`config.mk`:
```
export PLATFORM = sky130hd
export DESIGN_NAME = serial2parallel_deser_flat
export DESIGN_NICKNAME = d
export VERILOG_FILES = /design/src/rtl/serial2parallel_deser_pkg.sv /design/src/rtl/serial2parallel_deser_if.sv /design/src/rtl/serial2parallel_deser_hold.sv /design/src/rtl/serial2parallel_deser.sv /design/src/flat_wrapper.sv
export SDC_FILE = /design/constraint.sdc
export NUM_CORES = 1
export LEC_CHECK = 0
export ABC_CLOCK_PERIOD_IN_PS = 4750
export BUFFER_PORTS_ARGS = -buffer_cell sky130_fd_sc_hd__buf_2
export CAP_MARGIN = 5
export CORE_ASPECT_RATIO = 1.2
export CORE_MARGIN = 4
export CORE_UTILIZATION = 56
export DETAILED_ROUTE_END_ITERATION = 8
export GPL_TIMING_DRIVEN = 0
export HOLD_SLACK_MARGIN = 0.1
export PLACE_DENSITY = 0.85
export REMOVE_ABC_BUFFERS = 1
export SETUP_SLACK_MARGIN = 0.02
export SLEW_MARGIN = 20
export SYNTH_ARGS = -nofsm -noshare
export SYNTH_HDL_FRONTEND = slang
export SYNTH_SLANG_ARGS = --single-unit
export TNS_END_PERCENT = 100
```
`constraint.sdc`:
```
create_clock -name clk -period 4.75 [get_ports clk]
set_input_delay 0.475 -clock clk [delete_from_list [all_inputs] [get_ports clk]]
set_output_delay 0.475 -clock clk [all_outputs]
set_load 0.01 [all_outputs]
```
`src/rtl/serial2parallel_deser_pkg.sv`:
```
// ----------------------------------------------------------------------------
// deser_pkg
// Shared types and defaults for the serial-to-parallel deserializer slice.
//   deser_state_t        : collector FSM state encoding
//   DESER_DEFAULT_WIDTH  : default word width in bits
//   deser_cnt_w()        : width of the bit counter for a given word width
// ----------------------------------------------------------------------------
package deser_pkg;

    typedef enum logic {DS_IDLE, DS_SHIFT} deser_state_t;

    localparam int DESER_DEFAULT_WIDTH = 8;

    // One extra bit over $clog2 so the counter never truncates, even when
    // WIDTH is an exact power of two.
    function automatic int deser_cnt_w(input int width);
        return $clog2(width) + 1;
    endfunction

endpackage

```
`src/rtl/serial2parallel_deser_if.sv`:
```
// ----------------------------------------------------------------------------
// serial2parallel_deser_if
// Bundles the serial input, the valid/ready word output and the status flags.
//   ser_in, ser_valid : serial bit stream (LSB first) and its qualifier
//   data_out          : assembled word, stable while out_valid=1
//   out_valid         : data_out holds an unconsumed word
//   out_ready         : consumer accepts data_out when out_valid=1
//   overrun           : one-cycle pulse, completed word dropped (holder full)
//   frame_err         : one-cycle pulse, partial word discarded
//   bit_cnt           : bits of the current word collected so far
// Modports: master = stream source / word consumer, slave = deserializer.
// ----------------------------------------------------------------------------
interface serial2parallel_deser_if
    import deser_pkg::*;
#(
    parameter int WIDTH = DESER_DEFAULT_WIDTH
);
    localparam int CNT_W = deser_cnt_w(WIDTH);

    logic             ser_in;
    logic             ser_valid;
    logic [WIDTH-1:0] data_out;
    logic             out_valid;
    logic             out_ready;
    logic             overrun;
    logic             frame_err;
    logic [CNT_W-1:0] bit_cnt;

    modport master (
        output ser_in, ser_valid, out_ready,
        input  data_out, out_valid, overrun, frame_err, bit_cnt
    );

    modport slave (
        input  ser_in, ser_valid, out_ready,
        output data_out, out_valid, overrun, frame_err, bit_cnt
    );

endinterface

```
`src/rtl/serial2parallel_deser_hold.sv`:
```
// ----------------------------------------------------------------------------
// s2p_hold_stage
// One-word valid/ready holding register behind the collector.
//   clk, rst  : clock, asynchronous active-high reset
//   load_i    : a completed word is offered this edge
//   data_i    : the completed word
//   ready_i   : consumer ready
//   data_o    : held word (retains last value after consumption)
//   valid_o   : held word not yet consumed
//   overrun_o : one-cycle pulse, offered word dropped because holder was full
// ----------------------------------------------------------------------------
module s2p_hold_stage
    import deser_pkg::*;
#(
    parameter int WIDTH = DESER_DEFAULT_WIDTH
) (
    input  logic             clk,
    input  logic             rst,
    input  logic             load_i,
    input  logic [WIDTH-1:0] data_i,
    input  logic             ready_i,
    output logic [WIDTH-1:0] data_o,
    output logic             valid_o,
    output logic             overrun_o
);

    logic [WIDTH-1:0] data_q, data_d;
    logic             valid_q, valid_d;
    logic             ovr_q, ovr_d;

    always_comb begin
        data_d  = data_q;
        valid_d = valid_q;
        ovr_d   = 1'b0;
        if (load_i) begin
            // A consume on the same edge frees the slot for the new word.
            if (!valid_q || ready_i) begin
                data_d  = data_i;
                valid_d = 1'b1;
            end else begin
                ovr_d = 1'b1;
            end
        end else if (valid_q && ready_i) begin
            valid_d = 1'b0;
        end
    end

    always_ff @(posedge clk or posedge rst) begin
        if (rst) begin
            data_q  <= '0;
            valid_q <= 1'b0;
            ovr_q   <= 1'b0;
        end else begin
            data_q  <= data_d;
            valid_q <= valid_d;
            ovr_q   <= ovr_d;
        end
    end

    assign data_o    = data_q;
    assign valid_o   = valid_q;
    assign overrun_o = ovr_q;

endmodule

```
`src/rtl/serial2parallel_deser.sv`:
```
// ----------------------------------------------------------------------------
// serial2parallel_deser
// Collects an LSB-first serial stream into WIDTH-bit words and presents them
// through a one-word valid/ready holding register.
//   clk  : rising-edge clock
//   rst  : asynchronous active-high reset
//   bus  : serial2parallel_deser_if.slave (serial in, word out, status flags)
// ----------------------------------------------------------------------------
module serial2parallel_deser
    import deser_pkg::*;
#(
    parameter int WIDTH = DESER_DEFAULT_WIDTH
) (
    input  logic                         clk,
    input  logic                         rst,
    serial2parallel_deser_if.slave       bus
);

    localparam int CNT_W = deser_cnt_w(WIDTH);
    localparam logic [CNT_W-1:0] LAST_CNT = CNT_W'(WIDTH - 1);

    deser_state_t     state_q, state_d;
    logic [CNT_W-1:0] cnt_q, cnt_d;
    logic [WIDTH-1:0] shreg_q, shreg_d;
    logic             ferr_q, ferr_d;
    logic             word_done;

    always_comb begin
        state_d   = state_q;
        cnt_d     = cnt_q;
        shreg_d   = shreg_q;
        ferr_d    = 1'b0;
        word_done = 1'b0;
        case (state_q)
            DS_IDLE: begin
                // WIDTH >= 2, so the first bit can never complete a word.
                if (bus.ser_valid) begin
                    shreg_d = {bus.ser_in, shreg_q[WIDTH-1:1]};
                    cnt_d   = CNT_W'(1);
                    state_d = DS_SHIFT;
                end
            end
            DS_SHIFT: begin
                if (bus.ser_valid) begin
                    shreg_d = {bus.ser_in, shreg_q[WIDTH-1:1]};
                    if (cnt_q == LAST_CNT) begin
                        word_done = 1'b1;
                        cnt_d     = '0;
                        state_d   = DS_IDLE;
                    end else begin
                        cnt_d = cnt_q + CNT_W'(1);
                    end
                end else begin
                    // Bits of a word must be contiguous: drop the partial word.
                    ferr_d  = 1'b1;
                    cnt_d   = '0;
                    state_d = DS_IDLE;
                end
            end
            default: begin
                state_d = DS_IDLE;
                cnt_d   = '0;
            end
        endcase
    end

    always_ff @(posedge clk or posedge rst) begin
        if (rst) begin
            state_q <= DS_IDLE;
            cnt_q   <= '0;
            shreg_q <= '0;
            ferr_q  <= 1'b0;
        end else begin
            state_q <= state_d;
            cnt_q   <= cnt_d;
            shreg_q <= shreg_d;
            ferr_q  <= ferr_d;
        end
    end

    // The word handed over includes the bit sampled on the completing edge,
    // so the holder loads shreg_d rather than shreg_q.
    s2p_hold_stage #(
        .WIDTH (WIDTH)
    ) u_hold (
        .clk       (clk),
        .rst       (rst),
        .load_i    (word_done),
        .data_i    (shreg_d),
        .ready_i   (bus.out_ready),
        .data_o    (bus.data_out),
        .valid_o   (bus.out_valid),
        .overrun_o (bus.overrun)
    );

    assign bus.frame_err = ferr_q;
    assign bus.bit_cnt   = cnt_q;

endmodule

```
`src/flat_wrapper.sv`:
```
// flat-port wrapper written by rule: the top's interface ports become plain ports
module serial2parallel_deser_flat import deser_pkg::*;
#(
    parameter int WIDTH = DESER_DEFAULT_WIDTH
)
  (clk, rst, bus_ser_in, bus_ser_valid, bus_out_ready, bus_data_out, bus_out_valid, bus_overrun, bus_frame_err, bus_bit_cnt);
  serial2parallel_deser_if #(.WIDTH(WIDTH)) bus_i ();
  input  logic clk;
  input  logic rst;
  input wire logic [$bits(bus_i.ser_in)-1:0] bus_ser_in;
  input wire logic [$bits(bus_i.ser_valid)-1:0] bus_ser_valid;
  input wire logic [$bits(bus_i.out_ready)-1:0] bus_out_ready;
  output wire logic [$bits(bus_i.data_out)-1:0] bus_data_out;
  output wire logic [$bits(bus_i.out_valid)-1:0] bus_out_valid;
  output wire logic [$bits(bus_i.overrun)-1:0] bus_overrun;
  output wire logic [$bits(bus_i.frame_err)-1:0] bus_frame_err;
  output wire logic [$bits(bus_i.bit_cnt)-1:0] bus_bit_cnt;
  assign bus_i.ser_in = bus_ser_in;
  assign bus_i.ser_valid = bus_ser_valid;
  assign bus_i.out_ready = bus_out_ready;
  assign bus_data_out = bus_i.data_out;
  assign bus_out_valid = bus_i.out_valid;
  assign bus_overrun = bus_i.overrun;
  assign bus_frame_err = bus_i.frame_err;
  assign bus_bit_cnt = bus_i.bit_cnt;
  serial2parallel_deser #(.WIDTH(WIDTH)) u_core (.clk(clk), .rst(rst), .bus(bus_i));
endmodule
```
=== Yosys cells after proc, flatten, opt, wreduce, memory -nomap -nowiden ===
Index checks and enable logic that the tools add are counted.

* Memories: 0
* Word-level logic and storage cells: 37
* Bits in registers: 24
* Bits of input ports: 5
* Memory bits (read-only): 0
* Bits in latches: 0
* Memory bits (writable): 0

* Divide/modulo/power cells: 0
* Multiply operators: 0
* Eq/ne operators: 3
* Bitwise operators: 1
* Multiplexer cells: 19
* $add $sub $neg: 1
* Shift operators: 0
* Reduce and logical (&&, ||, !) cells: 6
* $lt $le $gt $ge: 0

{| class="wikitable"
|+ Operators by type and width
! kind !! number
|-
| 1-bit 2-to-1 mux || 13
|-
| 4-bit 2-to-1 mux || 3
|-
| 8-bit 2-to-1 mux || 1
|-
| 4-bit case mux with 2 select lines || 1
|-
| 4-bit by 1-bit adder with 4-bit output (second input constant) || 1
|-
| 4-bit by 3-bit == test with 1-bit output (second input constant) || 1
|-
| 2-bit AND reduction || 2
|-
| 2-bit by 1-bit != test with 1-bit output (second input constant) || 1
|-
| 2-bit != test (second input constant) || 1
|-
| 1-bit case mux with 2 select lines || 1
|-
| 2-bit nonzero test || 1
|-
| 1-bit logical AND || 1
|-
| 1-bit logical NOT || 1
|-
| 1-bit logical OR || 1
|-
| 1-bit NOT || 1
|}

=== Logic depth before layout (Yosys ltp) ===
* Depth after elaboration: 6
* Depth in mapped cells: 5

=== Cells and area by module ===
A second synthesis with hierarchy kept.

* Cell total of the unflattened synthesis: 69
* Area, all modules: 989.7 um2

{| class="wikitable"
|+ By module, submodules not included
! module !! instances !! cells an instance !! area each (um2)
|-
| serial2parallel_deser || 1 || 45 || 579.3
|-
| s2p_hold_stage || 1 || 24 || 410.4
|}

=== Worst setup path after synthesis ===
No wires, ideal clock.

* Kind: reg-to-reg
* Start point: register u_core.cnt_q[0], in the netlist u_core.bus.bit_cnt[0]
* End point: register u_core.u_hold.data_q[0], in the netlist u_core.u_hold.data_o[0]
* Setup time: 0.125 ns
* Setup slack: 3.200 ns
* Required time: 4.625 ns
* Arrival: 1.425 ns
* Clock period less this slack: 1.550 ns
* Stages on the path, launching flop included: 6
* Cell sequence: dfrtp_1 -> ha_1 -> and3b_4 -> and3_4 -> buf_8 -> mux2_4

* Longest elaborated chain between the ends: 5

{| class="wikitable"
|+ RTL lines
! element !! RTL line !! source
|-
| from (decl) || serial2parallel_deser.sv:23 || <nowiki>logic [CNT_W-1:0] cnt_q, cnt_d;</nowiki>
|-
| from (signal assigned) || serial2parallel_deser.sv:75 || <nowiki>cnt_q <= cnt_d;</nowiki>
|-
| 4-bit by 3-bit == test with 1-bit output || serial2parallel_deser.sv:46 || <nowiki>if (cnt_q == LAST_CNT) begin</nowiki>
|-
| 1-bit 2-to-1 mux || serial2parallel_deser.sv:46 ||
|-
| 1-bit 2-to-1 mux || serial2parallel_deser.sv:44 || <nowiki>if (bus.ser_valid) begin</nowiki>
|-
| 1-bit 2-to-1 mux || serial2parallel_deser.sv:34 || <nowiki>case (state_q)</nowiki>
|-
| 2-bit AND reduction (no source line) || n/a ||
|-
| to (signal assigned) || serial2parallel_deser_hold.sv:54 || <nowiki>data_q <= data_d;</nowiki>
|-
| to (decl) || serial2parallel_deser_hold.sv:27 || <nowiki>logic [WIDTH-1:0] data_q, data_d;</nowiki>
|}

No other way between the ends.
A chain may end at the register's enable or synchronous reset.

=== Worst setup path after layout ===
* Start point: register u_core.cnt_q[0], in the netlist u_core.bus.bit_cnt[0]
* End point: register u_core.u_hold.data_q[2], in the netlist u_core.u_hold.data_o[2]

Same word-level chain as after synthesis.

==> summary.txt <==
Run status
  – Run status: finished, final reports clean

Clock network
  – Clock-pin slew of the registers on the worst-case setup and hold paths: about 0.13 ns
  – Number of levels the H-tree was split into: 1
  – Number of gates resized after cts: 0
  – Insertion delay of the later-clocked pin in the worst-skew pair: between 0.3 and 0.4 ns
  – TritonCTS clock tree: built
  – Root Buffer: sky130_fd_sc_hd__clkbuf_4
  – Number of setup buffers added after CTS: 0
  – Number of buffers on the longest clock path: 2
  – Num CTS Buffers: 3
  – Total number of clock tree sinks: 24
  – Hold-fix buffers, CTS: 0

STA
  – Max Freq: approximately 620 MHz
  – Pins over their slew limit: 0
  – Total setup violations reported at the end of the flow: 0
  – TNS Setup: 0 ns
  – Unrepaired setup endpoints after global routing: no
  – Transition time at the pin with the least slew margin: around 0.86 ns
  – Post-route fraction of the period consumed by the critical path: 33.89%
  – Hold Violations, Final: 0
  – Worst clock skew: approximately 0.0083 ns
  – Worst slew slack as a fraction of its limit: between 40% and 50%
  – Time the final worst path needs with I/O delays and setup: about 1.6 ns

Placement
  – Final Wtd Congestion: slightly above 0.8
  – Number of port buffers: 19
  – Area post-placement: between 0.001 and 0.0015 mm²
  – Final HPWL DP: about 1100 µm

Logic synthesis
  – Yosys cell types: 21
  – YS warnings: 0
  – Number of cells produced by synthesis: 67
  – Post-synthesis average cell area: 14.81 µm²
  – Cell taking the most area after synthesis: sky130_fd_sc_hd__dfrtp_1
  – Largest cells by area after synthesis: sky130_fd_sc_hd__dfrtp_1 (61%), sky130_fd_sc_hd__mux2_4 (12%), sky130_fd_sc_hd__mux2_2 (9.1%)
  – Fraction of synthesized cell area taken by the top area cell type: around three fifths
  – Cell Area, Synth: around 990 µm²
  – Synthesis-stage register bit count: 24
  – Sequential-to-total area share from yosys stat: around 61%

Floorplanning
  – Die Y: 54.11 µm
  – Total number of placement rows: 16
  – Die Width: ~46 µm
  – Effective utilization at floorplan: approximately three fifths
  – Floorplan Core Area: around 0.0017 mm²
  – Die outline area: 0.002512 mm²
  – Number of top-level pins: 20

Critical path
  – CP endpoint: u_core.u_hold.data_o[2]
  – Kind of critical path: flip-flop to flip-flop
  – Worst-case reg-to-reg path depth: 4
  – Crit path from: u_core.bus.bit_cnt[0]
  – Endpoint required time on the critical path: a little under 5 ns
  – Largest stage delay, worst path: 0.43 ns
  – Worst path buffer plus inverter count: 0
  – Critical path depth: 4
  – Cell-by-cell listing of the critical path: ha_1 -> and3b_4 -> and3_4 -> mux2_4
  – Crit-path slowest cell: sky130_fd_sc_hd__dfrtp_1
  – Kind of cell adding the most delay to the critical path: simple AND/OR/NAND/NOR gates
  – Startpoint class of the critical path: flip-flop
  – Critical path arrival: about 1.8 ns
  – Largest driver fanout on the critical path: 8
  – CP endpoint kind: flip-flop
  – Reg2reg setup slack: around 3.1 ns
  – Reg2reg start: u_core.bus.bit_cnt[0]
  – Capturing point of the worst reg2reg path: u_core.u_hold.data_o[2]

GRT
  – Antenna violations before repair: 0
  – Overall global routing resource usage: about 15%
  – Number of global-route vias before repair: ~550
  – Maximum number of pins on one net before global-route repair: 25
  – GRT Residual Overflow: 0
  – First-pass GRT wire length: between 2000 and 3000 µm

Final layout
  – Nets@finish: 95
  – Fin area: 0.001142 mm²
  – Reg area: between 600 and 700 µm²
  – Area Growth Syn to Fin: 15.13%
  – Fraction of layout instances using a drive strength above 1: between 40% and 50%
  – Count of antenna diodes in the layout: 0
  – Number of filler cells placed in the layout: 124
  – Total area of multi-input combinational cells: between 300 and 400 µm²

Drt
  – Vias after detailed routing: around 560
  – Detail Route Antenna Nets: 0
  – Number of DRC violations after detailed-routing iteration 0: 8
  – Via density: approximately 5.2
  – Routed wire per std cell: between 10 and 15 µm
  – Number of DRC violations after detailed routing: 0
  – Post-Route WL: ~1600 µm
  – TritonRoute pass-1 iters: 3

Power
  – Areal power density over the cells: roughly 400 mW/mm²
  – Switching share of total power: about 22%
  – Net switching power figure: about 99 µW
  – Comb pwr share: a little over an eighth
  – Design internal power: approximately 350 µW
  – Part of the total power dissipated in sequential elements: a little over half
  – Worst IR Drop VDD: around 0.00029 V
  – Static leakage: ~0.00058 µW
  – Clk network pwr share: ~32%
  – Design Power: between 400 and 500 µW

Job
  – Max capacitance violation total: 0

Min path
  – HP Class: input port to asynchronous set/reset pin
-- cell type report --
type / instances / area share (%)
Tap cell: 18 / 1.972
Inverter: 1 / 0.3286
Timing Repair Buffer: 19 / 8.324
Clock buffer: 3 / 1.972
Sequential cell: 24 / 52.57
Clock inverter: 1 / 2.629
Multi-Input combinational cell: 40 / 32.20
-- power by group through the flow --
stage	Sequential, µW	Combinational, µW	Clock (µW)
6_report	243	58.9	143
5_1_grt	247	67.0	156
4_1_cts	243	59.6	148
3_5_place_dp	248	59.6	0
3_3_place_gp	246	56.1	0
2_1_floorplan	248	38.0	0
-- Yosys cell counts (all sizes together) --
cell type,count
a21boi,1
a22o,1
and2,1
and3,1
and3b,2
buf,2
dfrtp,24
ha,1
inv,1
mux2,16
nand2,5
nand2b,1
nand3,3
nand4bb,1
nor2,2
nor2b,1
o21a,1
o21ai,3
-- how the worst min path moves through the flow --
stage                                       start                 endpoint  slack (ns)
after detailed placement  u_core.u_hold.data_o[6]  u_core.u_hold.data_o[6]        0.49
after global routing                          rst  u_core.u_hold.data_o[0]        0.36
after global placement          u_core.shreg_q[0]        u_core.shreg_q[0]        0.48
after floorplan                 u_core.shreg_q[0]        u_core.shreg_q[0]        0.47
after CTS                                     rst  u_core.u_hold.data_o[0]        0.34
final                                         rst        u_core.shreg_q[0]        0.32
-- registers in the layout (all words and copies together) (netlist names) --
name,cells
u_core.bus.bit_cnt,4
u_core.shreg_q,8
u_core.state_q,1
u_core.u_hold.overrun_o,1
u_core.bus.frame_err,1
u_core.u_hold.data_o,8
u_core.u_hold.valid_o,1
-- cell families after synthesis --
| family | share of synthesized area (%) |
|---|---|
| flip-flops | 60.53 |
| AND/OR/NAND/NOR | 10.72 |
| multiplexers | 21.19 |
| AO/OA/AOI/OAI | 3.909 |
| buffers and inverters | 2.395 |
| adder cells (fa/ha/maj) | 1.261 |
-- worst register-to-register path: stages (launching register included) --
cell	delay [ns]
sky130_fd_sc_hd__dfrtp_1	0.43
sky130_fd_sc_hd__ha_1	0.24
sky130_fd_sc_hd__and3b_4	0.23
sky130_fd_sc_hd__and3_4	0.29
sky130_fd_sc_hd__mux2_4	0.33
-- layout by cell type, fill, tap and decap left out --
master	count
sky130_fd_sc_hd__dfrtp_1	24
sky130_fd_sc_hd__nor2_1	2
sky130_fd_sc_hd__a21boi_0	1
sky130_fd_sc_hd__bufinv_16	1
sky130_fd_sc_hd__nand4bb_1	1
sky130_fd_sc_hd__mux2_4	8
sky130_fd_sc_hd__and2_4	1
sky130_fd_sc_hd__and3_4	1
sky130_fd_sc_hd__and3b_4	1
sky130_fd_sc_hd__o21a_1	1
sky130_fd_sc_hd__buf_2	19
sky130_fd_sc_hd__ha_1	1
sky130_fd_sc_hd__nor2b_1	1
sky130_fd_sc_hd__clkbuf_4	3
sky130_fd_sc_hd__inv_1	1
sky130_fd_sc_hd__nand2_1	5
sky130_fd_sc_hd__nand3_1	3
sky130_fd_sc_hd__a22o_1	1
sky130_fd_sc_hd__mux2_2	8
sky130_fd_sc_hd__o21ai_0	3
sky130_fd_sc_hd__and3b_1	1
sky130_fd_sc_hd__nand2b_1	1
-- metrics by stage --
stage / utilization [%] / instances / hold WS, ns / worst slack [ns]
5_1_grt: 68.75 / 106 / 0.3574 / 3.086
3_5_place_dp: 65.59 / 102 / 0.4887 / 3.028
2_1_floorplan: - / 65 / 0.4721 / 3.231
4_1_cts: 68.75 / 106 / 0.3410 / 3.141
6_report: 68.75 / 106 / 0.3165 / 3.140
3_3_place_gp: 65.59 / 102 / 0.4839 / 3.055
-- metal layers --
metal / routed length (µm) / GRT usage, %
met5: 0 / 0
met4: 12 / 8.531
met3: 70 / 4.013
met2: 775 / 21.56
met1: 708 / 19.91
No activity file was read; power rests on OpenSTA's default activity.
